### src/rtl/updown_counter_pkg.sv
// Shared constants and step-decision helper for updown_counter.
// The helper is width-independent: callers supply the two range comparisons.
package updown_counter_pkg;

    localparam logic DIR_DOWN  = 1'b0;
    localparam logic DIR_UP    = 1'b1;
    localparam logic MODE_WRAP = 1'b0;
    localparam logic MODE_SAT  = 1'b1;

    typedef enum logic [2:0] {
        ACT_INC,
        ACT_DEC,
        ACT_WRAP_ZERO,
        ACT_WRAP_LIMIT,
        ACT_SAT_LIMIT,
        ACT_SAT_ZERO
    } step_act_e;

    // Up is terminal at count >= limit, down is terminal at count == 0.
    function automatic step_act_e step_action(input logic dir,
                                              input logic mode,
                                              input logic below_limit,
                                              input logic is_zero);
        step_act_e act;
        if (dir == DIR_UP) begin
            if (below_limit)            act = ACT_INC;
            else if (mode == MODE_SAT)  act = ACT_SAT_LIMIT;
            else                        act = ACT_WRAP_ZERO;
        end else begin
            if (!is_zero)               act = ACT_DEC;
            else if (mode == MODE_SAT)  act = ACT_SAT_ZERO;
            else                        act = ACT_WRAP_LIMIT;
        end
        return act;
    endfunction

endpackage

### src/rtl/updown_prescaler.sv
// Counts enabled cycles 0..PRESCALE-1 and flags the last one as a step tick.
// Holds while enable is low; clear_i (load) returns it to 0.
module updown_prescaler #(
    parameter int PRESCALE = 4
) (
    input  logic clock_i,
    input  logic reset_i,
    input  logic enable_i,
    input  logic clear_i,
    output logic tick_o
);

    localparam int PW = (PRESCALE > 1) ? $clog2(PRESCALE) : 1;
    localparam logic [PW-1:0] LAST = PW'(PRESCALE - 1);

    logic [PW-1:0] cnt_q;
    logic [PW-1:0] cnt_d;

    always_comb begin
        cnt_d = cnt_q;
        if (clear_i) begin
            cnt_d = '0;
        end else if (enable_i) begin
            cnt_d = (cnt_q == LAST) ? '0 : cnt_q + 1'b1;
        end
    end

    always_ff @(posedge clock_i or posedge reset_i) begin
        if (reset_i) begin
            cnt_q <= '0;
        end else begin
            cnt_q <= cnt_d;
        end
    end

    assign tick_o = enable_i && (cnt_q == LAST);

endmodule

### src/rtl/updown_counter.sv
// Up/down counter with load, programmable limit and wrap/saturate modes.
// Optional enabled-cycle prescaler compiled in by defining UPDN_COUNTER_PRESCALE_EN.
module updown_counter
    import updown_counter_pkg::*;
#(
    parameter int               WIDTH     = 4,
    parameter logic [WIDTH-1:0] RESET_VAL = {WIDTH{1'b1}},
    parameter int               PRESCALE  = 4
) (
    input  logic             clock,
    input  logic             reset,
    input  logic             enable,
    input  logic             dir,
    input  logic             sat_mode,
    input  logic             load,
    input  logic [WIDTH-1:0] load_val,
    input  logic [WIDTH-1:0] limit,
    output logic [WIDTH-1:0] count,
    output logic             tc,
    output logic             saturated,
    output logic             at_zero,
    output logic             at_limit
);

    logic [WIDTH-1:0] count_q, count_d;
    logic             tc_q, tc_d;
    logic             sat_q, sat_d;
    logic             step_tick;
    step_act_e        act;

`ifdef UPDN_COUNTER_PRESCALE_EN
    updown_prescaler #(
        .PRESCALE (PRESCALE)
    ) u_prescaler (
        .clock_i  (clock),
        .reset_i  (reset),
        .enable_i (enable),
        .clear_i  (load),
        .tick_o   (step_tick)
    );
`else
    assign step_tick = enable;
`endif

    assign act = step_action(dir, sat_mode, (count_q < limit), (count_q == '0));

    always_comb begin
        count_d = count_q;
        tc_d    = 1'b0;
        sat_d   = sat_q;
        if (load) begin
            count_d = load_val;
            sat_d   = 1'b0;
        end else if (step_tick) begin
            unique case (act)
                ACT_INC: begin
                    count_d = count_q + 1'b1;
                    sat_d   = 1'b0;
                end
                ACT_DEC: begin
                    count_d = count_q - 1'b1;
                    sat_d   = 1'b0;
                end
                ACT_WRAP_ZERO: begin
                    count_d = '0;
                    tc_d    = 1'b1;
                    sat_d   = 1'b0;
                end
                ACT_WRAP_LIMIT: begin
                    count_d = limit;
                    tc_d    = 1'b1;
                    sat_d   = 1'b0;
                end
                // Clamps an out-of-range count back to limit as well as holding.
                ACT_SAT_LIMIT: begin
                    count_d = limit;
                    sat_d   = 1'b1;
                end
                ACT_SAT_ZERO: begin
                    count_d = '0;
                    sat_d   = 1'b1;
                end
                default: begin
                    count_d = count_q;
                end
            endcase
        end
    end

    always_ff @(posedge clock or posedge reset) begin
        if (reset) begin
            count_q <= RESET_VAL;
            tc_q    <= 1'b0;
            sat_q   <= 1'b0;
        end else begin
            count_q <= count_d;
            tc_q    <= tc_d;
            sat_q   <= sat_d;
        end
    end

    assign count     = count_q;
    assign tc        = tc_q;
    assign saturated = sat_q;
    assign at_zero   = (count_q == '0);
    assign at_limit  = (count_q == limit);

endmodule

### config.mk
export PLATFORM = sky130hd
export DESIGN_NAME = updown_counter
export DESIGN_NICKNAME = d
export VERILOG_FILES = /design/src/rtl/updown_counter_pkg.sv /design/src/rtl/updown_prescaler.sv /design/src/rtl/updown_counter.sv
export SDC_FILE = /design/constraint.sdc
export NUM_CORES = 1
export LEC_CHECK = 0
export CELL_PAD_IN_SITES_DETAIL_PLACEMENT = 0
export CELL_PAD_IN_SITES_GLOBAL_PLACEMENT = 1
export CORE_MARGIN = 3
export CORE_UTILIZATION = 28
export CTS_CLUSTER_DIAMETER = 50
export DETAILED_ROUTE_END_ITERATION = 7
export HOLD_SLACK_MARGIN = 0.06
export PLACE_DENSITY_LB_ADDON = 0.3
export SETUP_SLACK_MARGIN = 0.15
export SYNTH_ARGS = -nofsm -noshare
export SYNTH_HDL_FRONTEND = slang
export SYNTH_HIERARCHICAL = 1
export SYNTH_SLANG_ARGS = --single-unit
### constraint.sdc
create_clock -name clock -period 1.8 [get_ports clock]
set_input_delay 0.45 -clock clock [delete_from_list [all_inputs] [get_ports clock]]
set_output_delay 0.45 -clock clock [all_outputs]
set_load 0.005 [all_outputs]
==> flow_summary.yaml, run 1 <==
status:
  outcome: "complete, but fails checks"
  violations: "setup timing"
timing:
  clock_skew_ns: 0.00341
  slew_violations: 0
  whs_ns: 0.419
  setup_viol: 5
  worst_pin_slew_ns: 0.388
  fin_ws_ns: -0.183
  rsz0062_at_grt: "true"
  fin_tns_setup_ns: -0.634
  slew_headroom: 0.741
  fin_crit_ns: 1.98
  hold_violations: 0
  clock.fmax_mhz: 504
  fin_crit_sh: 1.10
grt:
  overflow: 0
  grtUsageMet3: 0.0245
  busiest_layer: "met2"
  antenna_found_initial: 0
  use_met1: 0.201
  grt_pass1_vias: 721
  grt_usage: 0.158
  grt_start_max_net_pins: 11
  grt_pass1_wl_mm: 3.31
  use_met2: 0.277
worst_setup_path:
  crit_path_max_fanout: 3
  path_class: "flop to flop"
  rrSetupSlack_ns: -0.18
  worstPathArrival_ns: 2.15
  cp.required_ns: 1.96
  crit_path_end_kind: "flop"
  start_kind: "flop"
synth:
  synth_area_sq_um: 652
  syn_inst: 79
  synth-edff-count: 0
  synth_seq_cells: 6
  synth_area_leaders: "dfstp_2 16%, ha_1 12%, dfrtp_1 7.7%"
  yosys.area.top_type: "dfstp_2"
  syn_avg_cell_area_sq_um: 8.25
  yosysSeqAreaShare: 0.238
  synth_most_common_cell: "nand2_1"
  async_reset_ff_frac: 1.00
  syn_nets: 100
  synth_commonest_cells: "8 x nand2_1, 7 x inv_1, 6 x ha_1"
  synth_ff_type: "dfstp_2"
  yosys_warnings: 6
  ys_types: 35
  synthDominantCellAreaShare: 0.161
layout:
  final_layout_size_suffix_gt1_frac: 0.525
  antenna_cells: 0
  post-route-util: 0.645
  fin_nets: 161
  instances_no_fill: 166
  fin_area_sq_um: 1340
  fillers: 178
  area_growth_pct: 106
hold_path:
  hp-class: "primary input to asynchronous set/reset pin"
placed_design:
  dp.cells: 144
  io_buffers: 21
  dp_hpwl_mm: 1.54
  placed_area_sq_um: 1070
  place_ws_ns: -0.583
  gp_congestion: 0.774
drt:
  ant_nets: 0
  route.vias.total: 803
  drt-total-wl_mm: 2.16
  drt-wirelength-per-cell_um: 13.0
  via_per_inst: 4.84
  drcViolationCount: 0
  firstDrtPassIters: 4
  drt_iter0_markers: 12
flow_run:
  drv_cap: 0
die:
  die-area_sq_um: 2940
  row_count: 16
  die_x_um: 54.3
  dieHeight_um: 54.3
  pin_count: 22
  initial_utilization: 0.313
  core_sq_um: 2080
clock_network:
  numCtsBuffers: 3
  cts.sinks: 6
  cts_root_buf: "clkbuf_4"
  cts_tree: "done"
  cts_max_level: 1
  cts_hold_buffers: 0
  clk_pin_slew_ns: 0.05
  clock_latency_ns: 0.25
  clock_path_buffers: 2
pwr:
  p_total_uw: 969
  power_density_nw_per_um2: 721
  p_leak_nw: 0.630
  peakVddDrop_v: 0.000497
## state kept, by name, summed over array words and instances (netlist names)
| signal | cells |
|---|---|
| count | 4 |
| saturated | 1 |
| tc | 1 |
## cell families after synthesis
| family | share of synthesized area |
|---|---|
| compound gates | 0.238 |
| flops | 0.238 |
| fa+ha+maj | 0.146 |
| mux | 0.0154 |
| xor+xnor | 0.0269 |
| simple gates | 0.271 |
| buf+inv | 0.0653 |
## per-layer routing
layer | vias up | routed length (um)
li1 | 407 | -
met1 | 369 | 1000
met2 | 25 | 1040
met3 | 2 | 102
met4 | 0 | 13
met5 | - | 0
## final cells by class
type	instances	area [sq um]	share of cell area
multi-input cells	62	573	0.426
repair buffers	59	526	0.391
flip-flops and latches	6	155	0.115
well taps	27	33.8	0.0251
inverters	8	30.0	0.0223
clock buffers	4	26.3	0.0196
## power by group
group          internal [mW]  switching [mW]
combinational          0.386           0.250
sequential             0.166          0.0294
clock                 0.0842          0.0525
## worst max-delay path, cell delays in order (launching register included)
cell	delay [ns]
dfstp_2	0.38
nor4_4	0.32
nor2_2	0.09
buf_4	0.14
buf_6	0.11
ha_4	0.27
a21oi_2	0.06
xor2_1	0.16
o211a_1	0.21
o211ai_1	0.16
## final timing paths
check / endpoint / startpoint / cells past startpoint
min in group clock: count[1] / limit[1] / 3
setup / recovery: count[3] / count[3] / 9
max in group asynchronous: count[0] / reset / 2
hold reg to reg: count[1] / count[1] / 3
hold / removal: saturated / reset / 2
setup reg to reg: count[3] / count[3] / 9
## timing repair
action / in CTS / in global routing
gates cloned: 0 / 0
buffers inserted: 10 / 8
pin swaps: 8 / 8
setup endpoints to repair: 12 / 12
resized for setup: 39 / 9
## placed cells by master, fill, tap and decap left out, types with 2 or more instances in the layout
cell	n
clkbuf_4	3
dfrtp_1	2
dfstp_2	4
nand2b_1	2
o211ai_1	2
dlygate4sd2_1	6
o21ai_1	5
inv_2	5
nor2b_1	2
buf_6	10
nor2_1	4
o211a_1	2
nand2_1	8
a21oi_1	2
a21oi_2	3
ha_4	5
nor3_1	3
buf_4	29
clkdlybuf4s50_1	10
nand3_1	3
inv_1	3
No activity file was read; power rests on OpenSTA's default activity.
==> inputs of run 2 (changes only) <==
--- a/config.mk
+++ b/config.mk
@@ -11,6 +11,7 @@
 export CORE_UTILIZATION = 28
 export CTS_CLUSTER_DIAMETER = 50
 export DETAILED_ROUTE_END_ITERATION = 7
+export GPL_TIMING_DRIVEN = 0
 export HOLD_SLACK_MARGIN = 0.06
 export PLACE_DENSITY_LB_ADDON = 0.3
 export SETUP_SLACK_MARGIN = 0.15
==> run 2 against run 1 <==
The flow still finishes with violations (setup timing). Non-clock buffer count is 14 lower. Routed wire length rose by 5.8%. Clock power decreased by 10%. Worst hold slack better by 0.0059 ns. Sequential share of layout area rose by 0.88 points. Final cell count shrank 9.0%. Total power is 10% lower. Die area did not move. Critical endpoint is now count[0]. Highest routed layer unchanged.
==> flow_summary.yaml, run 2 (synthesis gave the netlist of run 1 again) <==
grt:
  grt_start_max_net_pins: 11
  grt_usage: 0.167
  overflow: 0
  grt_pass1_wl_mm: 3.44
  grt_pass1_vias: 754
  antenna_found_initial: 0
clock_network:
  numCtsBuffers: 3
  cts_tree: "done"
  cts_root_buf: "clkbuf_4"
  clock_path_buffers: 2
  cts_hold_buffers: 0
  clk_pin_slew_ns: 0.05
  clock_latency_ns: 0.24
  cts_max_level: 1
  cts.sinks: 6
worst_setup_path:
  crit_path_max_fanout: 6
  cp.required_ns: 1.96
  crit_path_end_kind: "flop"
  worstSetupStartpoint: "count[1]"
  slowest_delay_ns: 0.60
  start_kind: "flop"
  reg2reg_from: "count[1]"
  crit_family: "compound AO/OA/AOI/OAI gates"
  worstPathCellList: "buf_6, buf_12, ha_4, nor2b_4, o211ai_4, a21oi_2, o211a_1, o31a_1"
  path_class: "flop to flop"
  cp.buffers_inverters: 2
  critPathSlowestCell: "dfstp_2"
  worstPathArrival_ns: 2.21
timing:
  slew_headroom: 0.687
  fin_ws_ns: -0.244
  fin_crit_sh: 1.14
  rsz0062_at_grt: "true"
  clock_skew_ns: 0.00458
  slew_violations: 0
  setup_viol: 7
  fin_tns_setup_ns: -1.13
  clock.fmax_mhz: 489
  fin_crit_ns: 2.04
  hold_violations: 0
  worst_pin_slew_ns: 0.469
drt:
  route.vias.total: 768
  ant_nets: 0
  drt-wirelength-per-cell_um: 15.1
  drt_iter0_markers: 9
  drt-total-wl_mm: 2.28
  firstDrtPassIters: 4
  via_per_inst: 5.09
  drcViolationCount: 0
layout:
  antenna_cells: 0
  area_growth_pct: 91.6
  largest_reg_flops: 4
  fin_nets: 147
  fillers: 182
  final_layout_size_suffix_gt1_frac: 0.468
  post-route-util: 0.600
  final_cell_mix: "16 x buf_4, 9 x clkdlybuf4s50_1, 8 x nand2_1"
  final_common_cell: "buf_4"
pwr:
  p_sw_uw: 320
  peakVddDrop_v: 0.000527
  netSwitchingFraction: 0.368
  p_comb_frac: 0.630
  p_leak_nw: 0.590
  clkPwrFrac: 0.141
  power_density_nw_per_um2: 697
  p_int_uw: 550
  seq_power_share: 0.229
die:
  die_x_um: 54.3
  initial_utilization: 0.313
  row_count: 16
  die-area_sq_um: 2940
  core_sq_um: 2080
  pin_count: 22
  dieHeight_um: 54.3
flow_run:
  drv_cap: 0
status:
  violations: "setup timing"
  outcome: "complete, but fails checks"
placed_design:
  gp_congestion: 0.765
  dp_hpwl_mm: 1.40
  io_buffers: 20
hold_path:
  hp-class: "primary input to asynchronous set/reset pin"
-- run 2: repair_timing --
item                                    4_1_cts  5_1_grt
endpoints found under the setup margin       12       12
setup buffers                                14        8
pin swaps                                     8       16
endpoints found under the hold margin         0        0
resized for setup                            24       23
-- run 2: path summary, 6_finish.rpt --
kind	slack, ns	to	depth (start not counted)
max in group asynchronous	1.11	count[3]	2
setup / recovery	-0.24	count[0]	8
setup reg to reg	-0.24	count[0]	8
hold / removal	0.42	tc	2
hold reg to reg	0.68	count[2]	3
min in group clock	0.64	count[2]	4
-- run 2: power groups by stage --
stage | registers (mW) | clock network (mW) | logic, mW
3_3_place_gp | 0.214 | 0 | 0.328
6_report | 0.199 | 0.123 | 0.548
5_1_grt | 0.200 | 0.136 | 0.597
4_1_cts | 0.195 | 0.126 | 0.452
3_5_place_dp | 0.213 | 0 | 0.329
2_1_floorplan | 0.201 | 0 | 0.210
-- run 2: cell type report --
cell class                      instances  area [sq um]  share of cell area
Multi-Input combinational cell         62           574               0.460
Tap cell                               27          33.8              0.0271
Inverter                                8          37.5              0.0301
Timing Repair Buffer                   42           403               0.323
Buffer                                  3          22.5              0.0180
Sequential cell                         6           155               0.124
Clock buffer                            3          22.5              0.0180
-- run 2: metal layers --
metal / share of wire / vias to the layer above / global-route usage
li1: - / 372 / -
met1: 0.40 / 365 / 0.197
met2: 0.52 / 25 / 0.289
met3: 0.043 / 6 / 0.0354
met4: 0.033 / 0 / 0.0747
met5: 0 / - / 0
-- run 2: stage by stage --
step	hold WS [ns]	power (mW)	cell area [sq um]	setup WS, ns	instances
after global placement	0.556	0.542	910	-0.732	126
after floorplan	0.238	0.412	676	-0.172	79
after CTS	0.424	0.774	1100	-0.257	143
after detailed placement	0.546	0.542	910	-0.682	126
final	0.425	0.870	1250	-0.244	151
after global routing	0.454	0.933	1250	-0.311	151
==> inputs of run 3 (changes only) <==
--- a/config.mk
+++ b/config.mk
@@ -7,7 +7,6 @@
 export LEC_CHECK = 0
 export CELL_PAD_IN_SITES_DETAIL_PLACEMENT = 0
 export CELL_PAD_IN_SITES_GLOBAL_PLACEMENT = 1
-export CORE_MARGIN = 3
 export CORE_UTILIZATION = 28
 export CTS_CLUSTER_DIAMETER = 50
 export DETAILED_ROUTE_END_ITERATION = 7
@@ -15,6 +14,7 @@
 export HOLD_SLACK_MARGIN = 0.06
 export PLACE_DENSITY_LB_ADDON = 0.3
 export SETUP_SLACK_MARGIN = 0.15
+export SLEW_MARGIN = 20
 export SYNTH_ARGS = -nofsm -noshare
 export SYNTH_HDL_FRONTEND = slang
 export SYNTH_HIERARCHICAL = 1
==> run 3 against run 2 <==
First-iteration DRC count is 89% higher. Sequential power barely moved. Routed wire length down 1.7%. The run still ends with setup timing left. Maximum frequency is 2.8% higher. Core utilization down 5.4 points. Sequential cell count unchanged. Critical path depth shrank 1. Register-to-register slack improved by 0.06 ns. Clock-buffer cell count unchanged. Critical path type unchanged. Sequential share of layout area up 0.42 points. Critical endpoint unchanged.
==> flow_summary.yaml, run 3 (synthesis gave the netlist of run 1 again) <==
status:
  outcome: "complete, but fails checks"
  violations: "setup timing"
worst_setup_path:
  start_kind: "flop"
  crit_path_max_fanout: 6
  worstPathArrival_ns: 2.15
  cp.required_ns: 1.96
  slowest_delay_ns: 0.59
  critPathSlowestCell: "dfstp_2"
  crit_family: "compound AO/OA/AOI/OAI gates"
  path_class: "flop to flop"
  worstPathCellList: "buf_4, ha_4, nor2b_4, o211ai_4, a21oi_1, o211a_1, o31a_1"
  cp.buffers_inverters: 1
  crit_path_end_kind: "flop"
placed_design:
  dp_hpwl_mm: 1.36
  dp.cells: 127
  place_ws_ns: -0.688
  gp_congestion: 0.776
  io_buffers: 20
  placed_area_sq_um: 911
layout:
  final_layout_size_suffix_gt1_frac: 0.460
  largest_reg_flops: 4
  post-route-util: 0.546
  fin_area_sq_um: 1210
  final_common_cell: "buf_4"
  area_growth_pct: 85.2
  fin_nets: 147
  final_cell_mix: "15 x buf_4, 10 x clkdlybuf4s50_1, 9 x buf_6"
  instances_no_fill: 152
  antenna_cells: 0
drt:
  route.vias.total: 748
  drcViolationCount: 0
  via_per_inst: 4.92
  firstDrtPassIters: 4
  drt-total-wl_mm: 2.24
  drt_iter0_markers: 17
  drt-wirelength-per-cell_um: 14.8
  ant_nets: 0
timing:
  fin_tns_setup_ns: -0.721
  hold_violations: 0
  clock.fmax_mhz: 503
  setup_viol: 5
  slew_violations: 0
  whs_ns: 0.419
  fin_ws_ns: -0.189
  fin_crit_ns: 1.99
  slew_headroom: 0.696
  rsz0062_at_grt: "true"
  fin_crit_sh: 1.10
  clock_skew_ns: 0.000563
  worst_pin_slew_ns: 0.456
die:
  die-area_sq_um: 2530
  core_sq_um: 2210
  initial_utilization: 0.295
  row_count: 17
  die_x_um: 50.3
  pin_count: 22
  dieHeight_um: 50.3
clock_network:
  numCtsBuffers: 3
  cts_root_buf: "clkbuf_4"
  cts.sinks: 6
  cts_max_level: 1
  cts_tree: "done"
  clk_pin_slew_ns: 0.04
  clock_latency_ns: 0.24
  cts_hold_buffers: 0
  clock_path_buffers: 2
pwr:
  power_density_nw_per_um2: 716
  p_total_uw: 865
  p_leak_nw: 0.564
  peakVddDrop_v: 0.000493
grt:
  grt_pass1_vias: 726
  grt_pass1_wl_mm: 3.35
  grt_usage: 0.182
  overflow: 0
  antenna_found_initial: 0
  grt_start_max_net_pins: 11
hold_path:
  hp-class: "primary input to asynchronous set/reset pin"
flow_run:
  drv_cap: 0
-- run 3: cell types whose count changed in the layout (fill, tap and decap cells not counted), moves of 2 or more --
cell            before  now
dlymetal6s2s_1       4    2
a21oi_2              4    2
buf_6                5    9
buf_12               2    0
-- run 3: where the power goes --
part	switching (mW)	total, mW	internal, mW
clock	0.0442	0.119	0.0751
sequential	0.0307	0.197	0.166
combinational	0.244	0.549	0.305
-- run 3: layout make-up --
cell class | count | area (sq um)
Fill cell | 215 | 1000
Multi-Input combinational cell | 62 | 561
Timing Repair Buffer | 42 | 382
Sequential cell | 6 | 155
Tap cell | 28 | 35.0
Inverter | 8 | 30.0
Clock buffer | 3 | 22.5
Buffer | 3 | 22.5
-- run 3: final timing paths --
| path | start | endpoint | slack, ns | depth (start not counted) |
|---|---|---|---|---|
| max | count[1] | count[0] | -0.19 | 7 |
| min | reset | saturated | 0.42 | 2 |
| max reg2reg | count[1] | count[0] | -0.19 | 7 |
| min reg2reg | count[2] | count[2] | 0.66 | 3 |
| max in group asynchronous | reset | count[2] | 1.13 | 2 |
| min in group clock | enable | count[2] | 0.63 | 4 |
-- run 3: metal layers --
layer,global-route usage,part of all wire,wire length [um],vias to the layer above
li1,-,-,-,374
met3,0.0273,0.031,69,0
met1,0.203,0.43,975,357
met4,0.0143,0,0,0
met5,0,0,0,-
met2,0.364,0.53,1200,17
-- run 3: repair_timing --
| action | in CTS | in global routing |
|---|---|---|
| buffers inserted | 17 | 5 |
| gates resized for setup | 36 | 15 |
| pin swaps | 10 | 15 |
| setup endpoints to repair | 12 | 12 |
==> edit (flow settings as in run 1) <==
Remove the register `tc_q`: a continuous assignment takes its place, so the output `tc` follows one clock earlier.
--- a/src/rtl/updown_counter.sv
+++ b/src/rtl/updown_counter.sv
@@ -90,14 +90,14 @@
     always_ff @(posedge clock or posedge reset) begin
         if (reset) begin
             count_q <= RESET_VAL;
-            tc_q    <= 1'b0;
             sat_q   <= 1'b0;
         end else begin
             count_q <= count_d;
-            tc_q    <= tc_d;
             sat_q   <= sat_d;
         end
     end
+
+    assign tc_q = tc_d;
 
     assign count     = count_q;
     assign tc        = tc_q;
Check against the original RTL: not equivalent (a bounded check fails within 4 cycles, from zero or initial values and one cycle with reset high).
==> edit against run 1 <==
The flow still finishes with violations (negative setup slack). Design area is 17% lower. Sequential cell count shrank 1. Register-to-register slack worse by 0.16 ns. Wire length decreased by 8.9%. Global-route usage up 1.8 points. Die area down 14%. Sequential share of layout area rose by 0.061 points. Sequential power is 22% lower. Area after synthesis is 15% lower. Worst setup slack got worse by 0.28 ns. Total power is 25% lower. Count of clock-buffer cells in the layout unchanged.
==> edit: results (changes against run 1) <==
The area share of fa/ha/maj cells after synthesis came out at 0.1723 (+0.02646). The share of the synthesized netlist area taken by xor and xnor gates is 0.04762 (+0.02075). The share of cell area taken by muxes after synthesis is 0.01814 (+0.002786). The maximum resistive drop on vdd came to 0.0004040 V (-19%). The placer congestion estimate came out at 0.8240 (+6.5%).

The total via count in the routed design was 654 (-19%). The maximum fanout along the worst path is 2 (-1). The run finished, with violations left. The leakage dissipation came to 0.5092 nW (-19%). The unique cell type count in the Yosys netlist came out at 33 (-5.7%). The net count of the mapped netlist is 83 (-17%). The detailed router's first-iteration violation count is 21 (+9).

The worst setup skew after layout is 0.001656 ns (-0.001755 ns). The complex-gate fraction of the synthesized area was 0.1995 (-0.03846). The sequential-to-total area share from yosys stat is 0.2358 (-0.002176).

The share of post-route cells with drive strength above 1 came out at 0.5089 (-0.01625). The number of placement rows came out at 15 (-1). The final worst slack came out at -0.4600 ns (-0.2772 ns).

The arrival time at the worst endpoint is 1.81 ns (-0.34 ns). The number of failing setup endpoints in the final timing report was 6 (+1). The total track usage was 0.1761 (+0.01823).

After synthesis, the most frequently instantiated cells are sky130_fd_sc_hd__inv_1, sky130_fd_sc_hd__ha_1, sky130_fd_sc_hd__dfstp_2, sky130_fd_sc_hd__nor2_1. The number of placed instances with taps included is 123 (-15%). The final reports fail on negative setup slack. The number of nets in the layout was 134 (-17%). The detail-routed via count per cell came to 4.774 (-1.3%).

The placed wire-length estimate came to 1441 um (-6.7%). After synthesis, the cell types taking the most area are sky130_fd_sc_hd__dfstp_2, sky130_fd_sc_hd__ha_1, sky130_fd_sc_hd__inv_1. The via count of the first global-routing pass came out at 672 (-6.8%). The largest net degree at the start of global routing is 12 (+1). The number of cells produced by synthesis came out at 62 (-22%). The number of inserted filler cells in the final layout came out at 161 (-9.6%).

The wire length of the first global-routing pass is 3249 um (-1.7%). The mean routed wirelength per cell came out at 14.34 um (+10%). The synthesis warning total came out at 6 (unchanged). The transition at the pin with the smallest max-transition slack is 0.2976 ns (-0.09031 ns). The number of I/O port buffers is 21 (unchanged).
[edit: final timing paths]
path,from,endpoint,slack (ns),cells past startpoint
min in group clock,saturated,saturated,0.55,2
max,count[1],tc,-0.46,7
max reg2reg,count[1],count[0],-0.34,9
max in group asynchronous,reset,count[3],1.14,2
min,reset,saturated,0.41,2
min reg2reg,saturated,saturated,0.55,2
[edit: stage by stage]
step	setup WS (ns)	cell area [um^2]	TNS [ns]
floorplan	-0.1667	570.5	-0.5312
global placement	-1.000	944.7	-4.578
detailed placement	-1.044	944.7	-4.869
CTS	-0.4092	1090	-1.494
global route	-0.5276	1121	-2.259
finish	-0.4600	1121	-1.682
[edit: cell families after synthesis]
logic type | count (synthesis)
flops | 5
buf+inv | 11
simple gates | 22
mux | 1
xor+xnor | 3
compound gates | 13
fa+ha+maj | 7
[edit: worst max-delay path: stages, from the launching register on]
cell	delay (ns)
sky130_fd_sc_hd__dfstp_2	0.56
sky130_fd_sc_hd__ha_4	0.21
sky130_fd_sc_hd__nor2b_4	0.12
sky130_fd_sc_hd__o211ai_1	0.19
sky130_fd_sc_hd__buf_4	0.16
sky130_fd_sc_hd__a21oi_4	0.05
sky130_fd_sc_hd__and3b_1	0.17
sky130_fd_sc_hd__buf_2	0.12
[edit: layer usage]
| layer | wire length [um] | part of all wire | global-route usage | up-vias |
|---|---|---|---|---|
| met4 | 42 | 0.021 | 0.09865 | 0 |
| met3 | 99 | 0.050 | 0.03561 | 5 |
| met1 | 812 | 0.41 | 0.2069 | 304 |
| met5 | 0 | 0 | 0 | - |
| met2 | 1011 | 0.51 | 0.2957 | 23 |
| li1 | - | - | - | 322 |
[edit: cell type report]
cell class	instances	area, um^2	area share
Timing Repair Buffer	48	421.7	0.3761
Multi-Input combinational cell	46	478.0	0.4263
Sequential cell	5	130.1	0.1161
Clock buffer	4	26.28	0.02344
Tap cell	25	31.28	0.02790
Inverter	9	33.78	0.03013
[edit: power by group]
group | switching [mW] | total [mW] | internal, mW
logic | 0.175 | 0.434 | 0.259
clock network | 0.0538 | 0.138 | 0.0843
registers | 0.0164 | 0.153 | 0.136
total | 0.245 | 0.725 | 0.479
[edit: what timing repair did]
| item | in CTS | in global routing |
|---|---|---|
| pin swaps | 10 | 6 |
| gates resized for setup | 48 | 4 |
| setup buffers | 8 | 2 |
| setup endpoints to repair | 12 | 8 |
| hold buffers | 0 | 0 |
